File: config.mk
export PLATFORM = sky130hd
export DESIGN_NAME = zeroriscy_bnn_seq
export DESIGN_NICKNAME = d
export VERILOG_FILES = /design/src/rtl/zeroriscy_bnn_seq.sv
export SDC_FILE = /design/constraint.sdc
export NUM_CORES = 1
export LEC_CHECK = 0
export ABC_AREA = 0
export CORE_ASPECT_RATIO = 1.4
export CORE_MARGIN = 2
export CORE_UTILIZATION = 43
export DETAILED_ROUTE_END_ITERATION = 7
export PLACE_DENSITY = 0.85
export SYNTH_ARGS = -nofsm -noshare
export SYNTH_HDL_FRONTEND = slang
export SYNTH_SLANG_ARGS = --single-unit
File: constraint.sdc
create_clock -name clk -period 2.65 [get_ports clk]
set_input_delay 0.53 -clock clk [delete_from_list [all_inputs] [get_ports clk]]
set_output_delay 0.53 -clock clk [all_outputs]
set_load 0.05 [all_outputs]
File: src/rtl/zeroriscy_bnn_seq.sv
// BNN vector sequencer: fetches count operand words from data memory, runs each
// through the single-operation BNN unit and accumulates the results.
module zeroriscy_bnn_seq #(
    parameter int          CNT_WIDTH   = 8,
    parameter logic [31:0] ADDR_STRIDE = 32'd4
) (
    input  logic                 clk,
    input  logic                 rst,
    input  logic                 start_i,
    input  logic [2:0]           op_i,
    input  logic [31:0]          base_addr_i,
    input  logic [CNT_WIDTH-1:0] count_i,
    input  logic                 abort_i,
    output logic                 busy_o,
    output logic                 done_o,
    output logic [31:0]          result_o,
    output logic                 data_req_o,
    output logic [31:0]          data_addr_o,
    input  logic                 data_gnt_i,
    input  logic                 data_rvalid_i,
    input  logic [31:0]          data_rdata_i,
    output logic                 bnn_en_o,
    output logic [2:0]           bnn_operator_o,
    output logic [31:0]          bnn_addr_o,
    output logic [31:0]          bnn_data_o,
    input  logic                 bnn_ready_i,
    input  logic [31:0]          bnn_result_i
);

    // Handshakes: data_req_o is held with a stable address until a cycle with
    // data_gnt_i; exactly one data_rvalid_i follows each grant, possibly in the very next
    // cycle. bnn_en_o is held with stable operator/address/operand until bnn_ready_i.
    typedef enum logic [2:0] {
        IDLE   = 3'd0,
        FETCH  = 3'd1,
        WAIT_R = 3'd2,
        EXEC   = 3'd3,
        DRAIN  = 3'd4,
        DONE   = 3'd5
    } state_e;

    state_e               state_q;
    logic [2:0]           op_q;
    logic [31:0]          addr_q;
    logic [31:0]          operand_q;
    logic [31:0]          acc_q;
    logic [31:0]          result_q;
    logic [CNT_WIDTH-1:0] count_q;
    logic [CNT_WIDTH-1:0] idx_q;
    logic [CNT_WIDTH-1:0] idx_inc;
    logic [31:0]          acc_next;
    logic                 last_elem;

    assign idx_inc   = idx_q + {{(CNT_WIDTH-1){1'b0}}, 1'b1};
    assign last_elem = (idx_inc == count_q);
    assign acc_next  = acc_q + bnn_result_i;

    always_ff @(posedge clk) begin
        if (rst) begin
            state_q   <= IDLE;
            op_q      <= '0;
            addr_q    <= '0;
            operand_q <= '0;
            acc_q     <= '0;
            result_q  <= '0;
            count_q   <= '0;
            idx_q     <= '0;
        end else begin
            case (state_q)
                IDLE: begin
                    if (start_i) begin
                        result_q <= '0;
                        if (count_i != '0) begin
                            op_q    <= op_i;
                            addr_q  <= base_addr_i;
                            count_q <= count_i;
                            acc_q   <= '0;
                            idx_q   <= '0;
                            state_q <= FETCH;
                        end else begin
                            state_q <= DONE;
                        end
                    end
                end
                FETCH: begin
                    // A granted request still owes a response, so an abort must drain it.
                    if (abort_i) begin
                        state_q <= data_gnt_i ? DRAIN : IDLE;
                    end else if (data_gnt_i) begin
                        state_q <= WAIT_R;
                    end
                end
                WAIT_R: begin
                    if (data_rvalid_i) begin
                        if (abort_i) begin
                            state_q <= IDLE;
                        end else begin
                            operand_q <= data_rdata_i;
                            state_q   <= EXEC;
                        end
                    end else if (abort_i) begin
                        state_q <= DRAIN;
                    end
                end
                EXEC: begin
                    if (abort_i) begin
                        state_q <= IDLE;
                    end else if (bnn_ready_i) begin
                        acc_q <= acc_next;
                        idx_q <= idx_inc;
                        if (last_elem) begin
                            result_q <= acc_next;
                            state_q  <= DONE;
                        end else begin
                            addr_q  <= addr_q + ADDR_STRIDE;
                            state_q <= FETCH;
                        end
                    end
                end
                DRAIN: begin
                    if (data_rvalid_i) begin
                        state_q <= IDLE;
                    end
                end
                DONE: begin
                    state_q <= IDLE;
                end
                default: begin
                    state_q <= IDLE;
                end
            endcase
        end
    end

    assign busy_o         = (state_q != IDLE);
    assign done_o         = (state_q == DONE);
    assign result_o       = result_q;
    assign data_req_o     = (state_q == FETCH);
    assign data_addr_o    = addr_q;
    assign bnn_en_o       = (state_q == EXEC);
    assign bnn_operator_o = op_q;
    assign bnn_addr_o     = addr_q;
    assign bnn_data_o     = operand_q;

endmodule

Word level (Yosys, flattened, before mapping) --
Index checks and enable logic that the tools add are counted.
Storage, ports and cells: flip-flop bits (word level) 150
Operators by class: add/sub/neg operators 3, equal/unequal tests 16, mux-type cells 34, bitwise gates (word level) 1, reductions and logical operators 10
Operators with widths (number):
- 32-bit two-way mux | 13
- 32-bit one-hot mux with 2 select lines | 3
- 3-bit two-way mux | 11
- 32-bit by 3-bit adder with 32-bit output, second input constant | 1
- 32-bit adder | 1
- 8-bit two-way mux | 4
- 8-bit one-hot mux with 2 select lines | 1
- 3-bit one-hot mux with 5 select lines | 1
- 5-bit AND reduction | 3
- 2-bit inequality test, second input constant | 5
- 8-bit by 1-bit adder with 8-bit output, second input constant | 1
- 8-bit == test | 1
- 8-bit nonzero test | 1
- 3-bit by 2-bit == test with 1-bit output, second input constant | 2
- 3-bit == test, second input constant | 2
- 3-bit by 2-bit inequality test with 1-bit output, second input constant | 2
- 3-bit AND reduction | 2
- 6-bit AND reduction | 1
- 2-bit by 1-bit inequality test with 1-bit output, second input constant | 2
- 3-bit by 1-bit == test with 1-bit output, second input constant | 1
- 3-bit zero test | 1
- 3-bit inequality test, second input constant | 1
- 3-bit nonzero test | 1
- 2-bit two-way mux | 1
- 2 further kinds | 2

Logic depth before layout (Yosys ltp) --
word-level depth 6, gate-level depth with buffers 11

Worst setup path after synthesis --
OpenSTA, ideal clock, no wires.
path type input -> register, from in bnn_result_i[0], to reg acc_q[28], setup time 117 ps, arrival time 2781 ps, setup slack -247 ps, stages on the path 11, buffers on the path 0, cells stage by stage ha_1 -> inv_1 -> fa_1 -> nor2b_1 -> o2111ai_1 -> a21oi_1 -> a41oi_1 -> o31ai_1 -> a41oi_1 -> xnor2_1 -> a22o_1
On the way: word-level cells in the longest chain between the ends 4
Ends and longest elaborated chain:
- start: declaration | RTL line 27 | input logic [31:0] bnn_result_i
- 32-bit adder | RTL line 56 | assign acc_next = acc_q + bnn_result_i;
- 32-bit two-way mux | RTL line 108 | end else if (bnn_ready_i) begin
- 32-bit two-way mux | RTL line 106 | if (abort_i) begin
- 32-bit one-hot mux with 2 select lines | RTL line 69 | case (state_q)
- end signal: assignment | RTL line 109 | acc_q <= acc_next;
- end: declaration | RTL line 46 | logic [31:0] acc_q;
Every way passes these cells. The select of a mux whose other input is x is not followed. A chain may end at the register's enable or synchronous reset.

Final worst setup path --
from in bnn_result_i[0], to reg acc_q[24]
Same word-level chain as after synthesis.

==> flow_summary_export.csv <==
group,metric,value,unit
status,status,"finished with violations",
status,violations,"negative setup slack",
timing,max_slew_margin,50.2,%
floorplan,dieArea,20500,µm²
synthesis,synthDistinctLibCells,67,
floorplan,die_w,122,µm
timing,fin_crit,2.70,ns
detailed_routing,drt_iter0_markers,677,
global_routing,grt_pass1_wl,42.7,mm
synthesis,synth_area,8320,µm²
placement,dp_slack,-0.615,ns
detailed_routing,via_count,9147,
timing,postLayoutSetupSlackWorst,-0.0493,ns
synthesis,synthTopCellsByArea,"dfxtp_1 36%, a21oi_1 8.1%, nand2_1 7.2%, nor2_1 5.1%, ha_1 5.0%",
placement,gp_congestion,0.934,
final_layout,final_nets,1519,
synthesis,ys_ff_latch,150,
clock_network,tritoncts,"yes",
final_layout,drive_gt1_share,16.9,%
timing,fin_crit_sh,102,%
timing,skew,0.0103,ns
min_path,hold_class,"reg -> reg",
worst_setup_path,crit_buf_inv,4,
worst_setup_path,crit_path_top_delay_cell,"fa_2",
clock_network,cts.clk_slew.worst_paths,0.07,ns
global_routing,grt_use_total,25.8,%
synthesis,yosysWarnings,0,
power,clkPwrFrac,32.6,%
detailed_routing,drt-total-wl,28.6,mm
power,p_sw,2900,µW
clock_network,clock_sinks,150,
global_routing,grt_max_degree,70,
clock_network,htree_levels,4,
floorplan,start_util,43.6,%
power,seqPwrFrac,33.0,%
clock_network,postCtsHoldBufs,0,
synthesis,syn_avg_cell_area,7.90,µm²
worst_setup_path,cp.arrival,3.06,ns
synthesis,synth_nets,1202,
clock_network,clk_path_buf_depth,2,
worst_setup_path,crit_path_max_fanout,3,
synthesis,ys_seq_area_share,36.1,%
power,p_int,4970,µW
worst_setup_path,cp_slowest_stage_delay,0.41,ns
synthesis,synth_top_flop_cell,"dfxtp_1",
min_path,holdPathStages,2,
final_layout,areaGrowthSynthToFinish,53.9,%
global_routing,grt_antenna_before_repair,2,
timing,slew_viol_final,0,
detailed_routing,post_drt_wl_per_cell,17.5,µm
worst_setup_path,critPathTopFamily,"compound AO/OA/AOI/OAI gates",
worst_setup_path,crit_cells,14,
detailed_routing,drtAntennaViolNets,0,
synthesis,yosysMostFrequentCell,"nand2_1",
clock_network,cts_root_buffer,"clkbuf_16",
detailed_routing,drcViolationCount,0,
placement,dpl.hpwl,19.4,mm
worst_setup_path,cp-end-kind,"register",
worst_setup_path,worstSetupPathType,"in -> reg",
job,maxCapViolCount,0,
timing,setup_viol,2,
synthesis,synth.top_cell.area_share,36.1,%
floorplan,num_io_pins,249,
timing,rsz0062_at_grt,"yes",
synthesis,synth_edf_count,0,
detailed_routing,viasPerCell,5.60,
synthesis,async_flop_share,0,%
synthesis,synth_cells,1054,
worst_setup_path,cp_data_required_time,3.01,ns
floorplan,die_h,169,µm
worst_setup_path,r2r_cells,13,
floorplan,rows,60,
power,p_leak,0.00505,µW
synthesis,synth_top_cell_by_area,"dfxtp_1",
placement,io_buffers,248,
power,combPwrFrac,34.4,%
timing,fmax,0.370,GHz
clock_network,cts_made_buffers,17,
power,ir_drop,0.000332,V
synthesis,synthTopCellsByCount,"159 x nand2_1, 150 x dfxtp_1, 135 x a21oi_1",
worst_setup_path,path_cells,"clkdlybuf4s15_1 > ha_4 > inv_2 > fa_2 > nor2b_4 > o2111ai_4 > a21oi_2 > a41oi_2 > o31ai_2 > buf_4 > buf_6 > nand4b_1 > a22o_1 > o21ai_1",
timing,holdWs,0.452,ns
power,power.density,614,nW/µm²
detailed_routing,drtPass1Iterations,6,
global_routing,grt_pass1_vias,8865,
power,swShare,36.8,%
global_routing,grt-ovfl-total,0,
floorplan,core_area,19100,µm²
worst_setup_path,critPathLaunchType,"primary input",
clock_network,insertion_delay,0.43,ns
timing,final_hold_viol_count,0,
timing,tightestPinTransition,0.748,ns
==> worst min-delay path, cell delays in order (launching register included) <==
cell and delay [ns]:
dfxtp_1 0.31, nand2_1 0.05, a21oi_1 0.05
==> power groups by stage <==
| stage | logic (µW) | clock network, µW | registers (µW) |
|---|---|---|---|
| floorplan | 1370 | 0 | 2940 |
| finish | 2710 | 2570 | 2590 |
| detailed placement | 2540 | 0 | 2640 |
| global placement | 2500 | 0 | 2630 |
| global route | 2850 | 2710 | 2610 |
| CTS | 2560 | 2610 | 2590 |
==> worst paths after layout <==
path | start | to | slack [ns]
setup reg to reg | acc_q[0] | acc_q[24] | -0.05
setup / recovery | bnn_result_i[0] | acc_q[24] | -0.05
hold reg to reg | bnn_data_o[23] | bnn_data_o[23] | 0.45
hold / removal | bnn_data_o[23] | bnn_data_o[23] | 0.45
==> metrics by stage <==
stage / util (%) / cells / setup TNS, ns / cell area [µm²] / power (µW)
2_1_floorplan: - / 1054 / 0 / 8350 / 4310
5_1_grt: 67.2 / 1634 / -0.797 / 12800 / 8170
4_1_cts: 64.4 / 1610 / -0.0425 / 12300 / 7750
6_report: 67.2 / 1634 / -0.0937 / 12800 / 7860
3_5_place_dp: 60.7 / 1574 / -16.45 / 11600 / 5180
3_3_place_gp: 60.7 / 1574 / -15.18 / 11600 / 5130
==> registers in the layout, summed over array words and instances (netlist names) <==
name and flops:
state_q 3, bnn_data_o 32, idx_q 8, acc_q 32, count_q 8, bnn_operator_o 3
bnn_addr_o 32, result_o 32
==> cell type report <==
class	instances	area [µm²]
antenna	2	5.00
clock buffer	18	429
clock inverter	14	189
fill	1489	6260
inverter	7	26.3
multi-input combinational	809	5170
sequential	150	3010
tap	248	310
timing repair buffer	386	3670
==> placed cells by master (no fill, tap or decap), types with 4 or more instances in the layout <==
master           netlist  layout
a21oi_1              135     126
nor2_1               113     111
nor4_1                 6       6
a21oi_2                0       9
nand2_1              159     159
a22o_1                13      13
a311oi_1               4       4
o21ai_0               51      45
xor2_1                22      20
inv_6                  0       4
a211oi_1              15      13
buf_12                 0       7
buf_4                 34     130
clkdlybuf4s50_1        0     228
o32ai_1                7       7
o22ai_1                4       4
o21ai_1                0       5
dfxtp_1              150     147
mux2i_1               25      25
nand4_1               15      15
clkbuf_16              0      19
nor2b_1               11       9
o21a_1                 6       5
a22oi_1                7       7
a21o_1                16      16
nand3_1               31      30
and3_1                10      10
nand2b_1              17      17
nor3b_1                5       4
ha_1                  33      21
ha_4                   0      11
xnor2_1               17      17
o21bai_1               7       6
inv_1                  6       5
nor3_1                18      18
dlymetal6s2s_1         0      13
and2_1                 5       5
a221oi_1               4       4
o211ai_1               4       4
==> timing repair <==
item,in CTS,in global routing
setup buffers,4,20
pin swaps,11,38
gates resized for setup,19,67
endpoints found under the setup margin,30,64
gates cloned,0,2
==> cell families after synthesis <==
kind of cell / synth area share, %
AOI/OAI and AO/OA: 23.8
and+or+nand+nor: 21.7
xor gates and xnor gates: 4.10
muxes: 3.01
buffers and inverters: 6.09
adders and majority gates: 5.20
DFF: 36.1
==> per-layer routing <==
layer | vias up | GRT usage [%] | routed length [µm]
li1 | 4359 | - | -
met1 | 4331 | 27.1 | 10400
met2 | 380 | 48.4 | 15300
met3 | 77 | 4.75 | 1650
met4 | 0 | 12.8 | 1150
met5 | - | 0 | 0
Note: power is estimated with default switching activity, not from simulation.
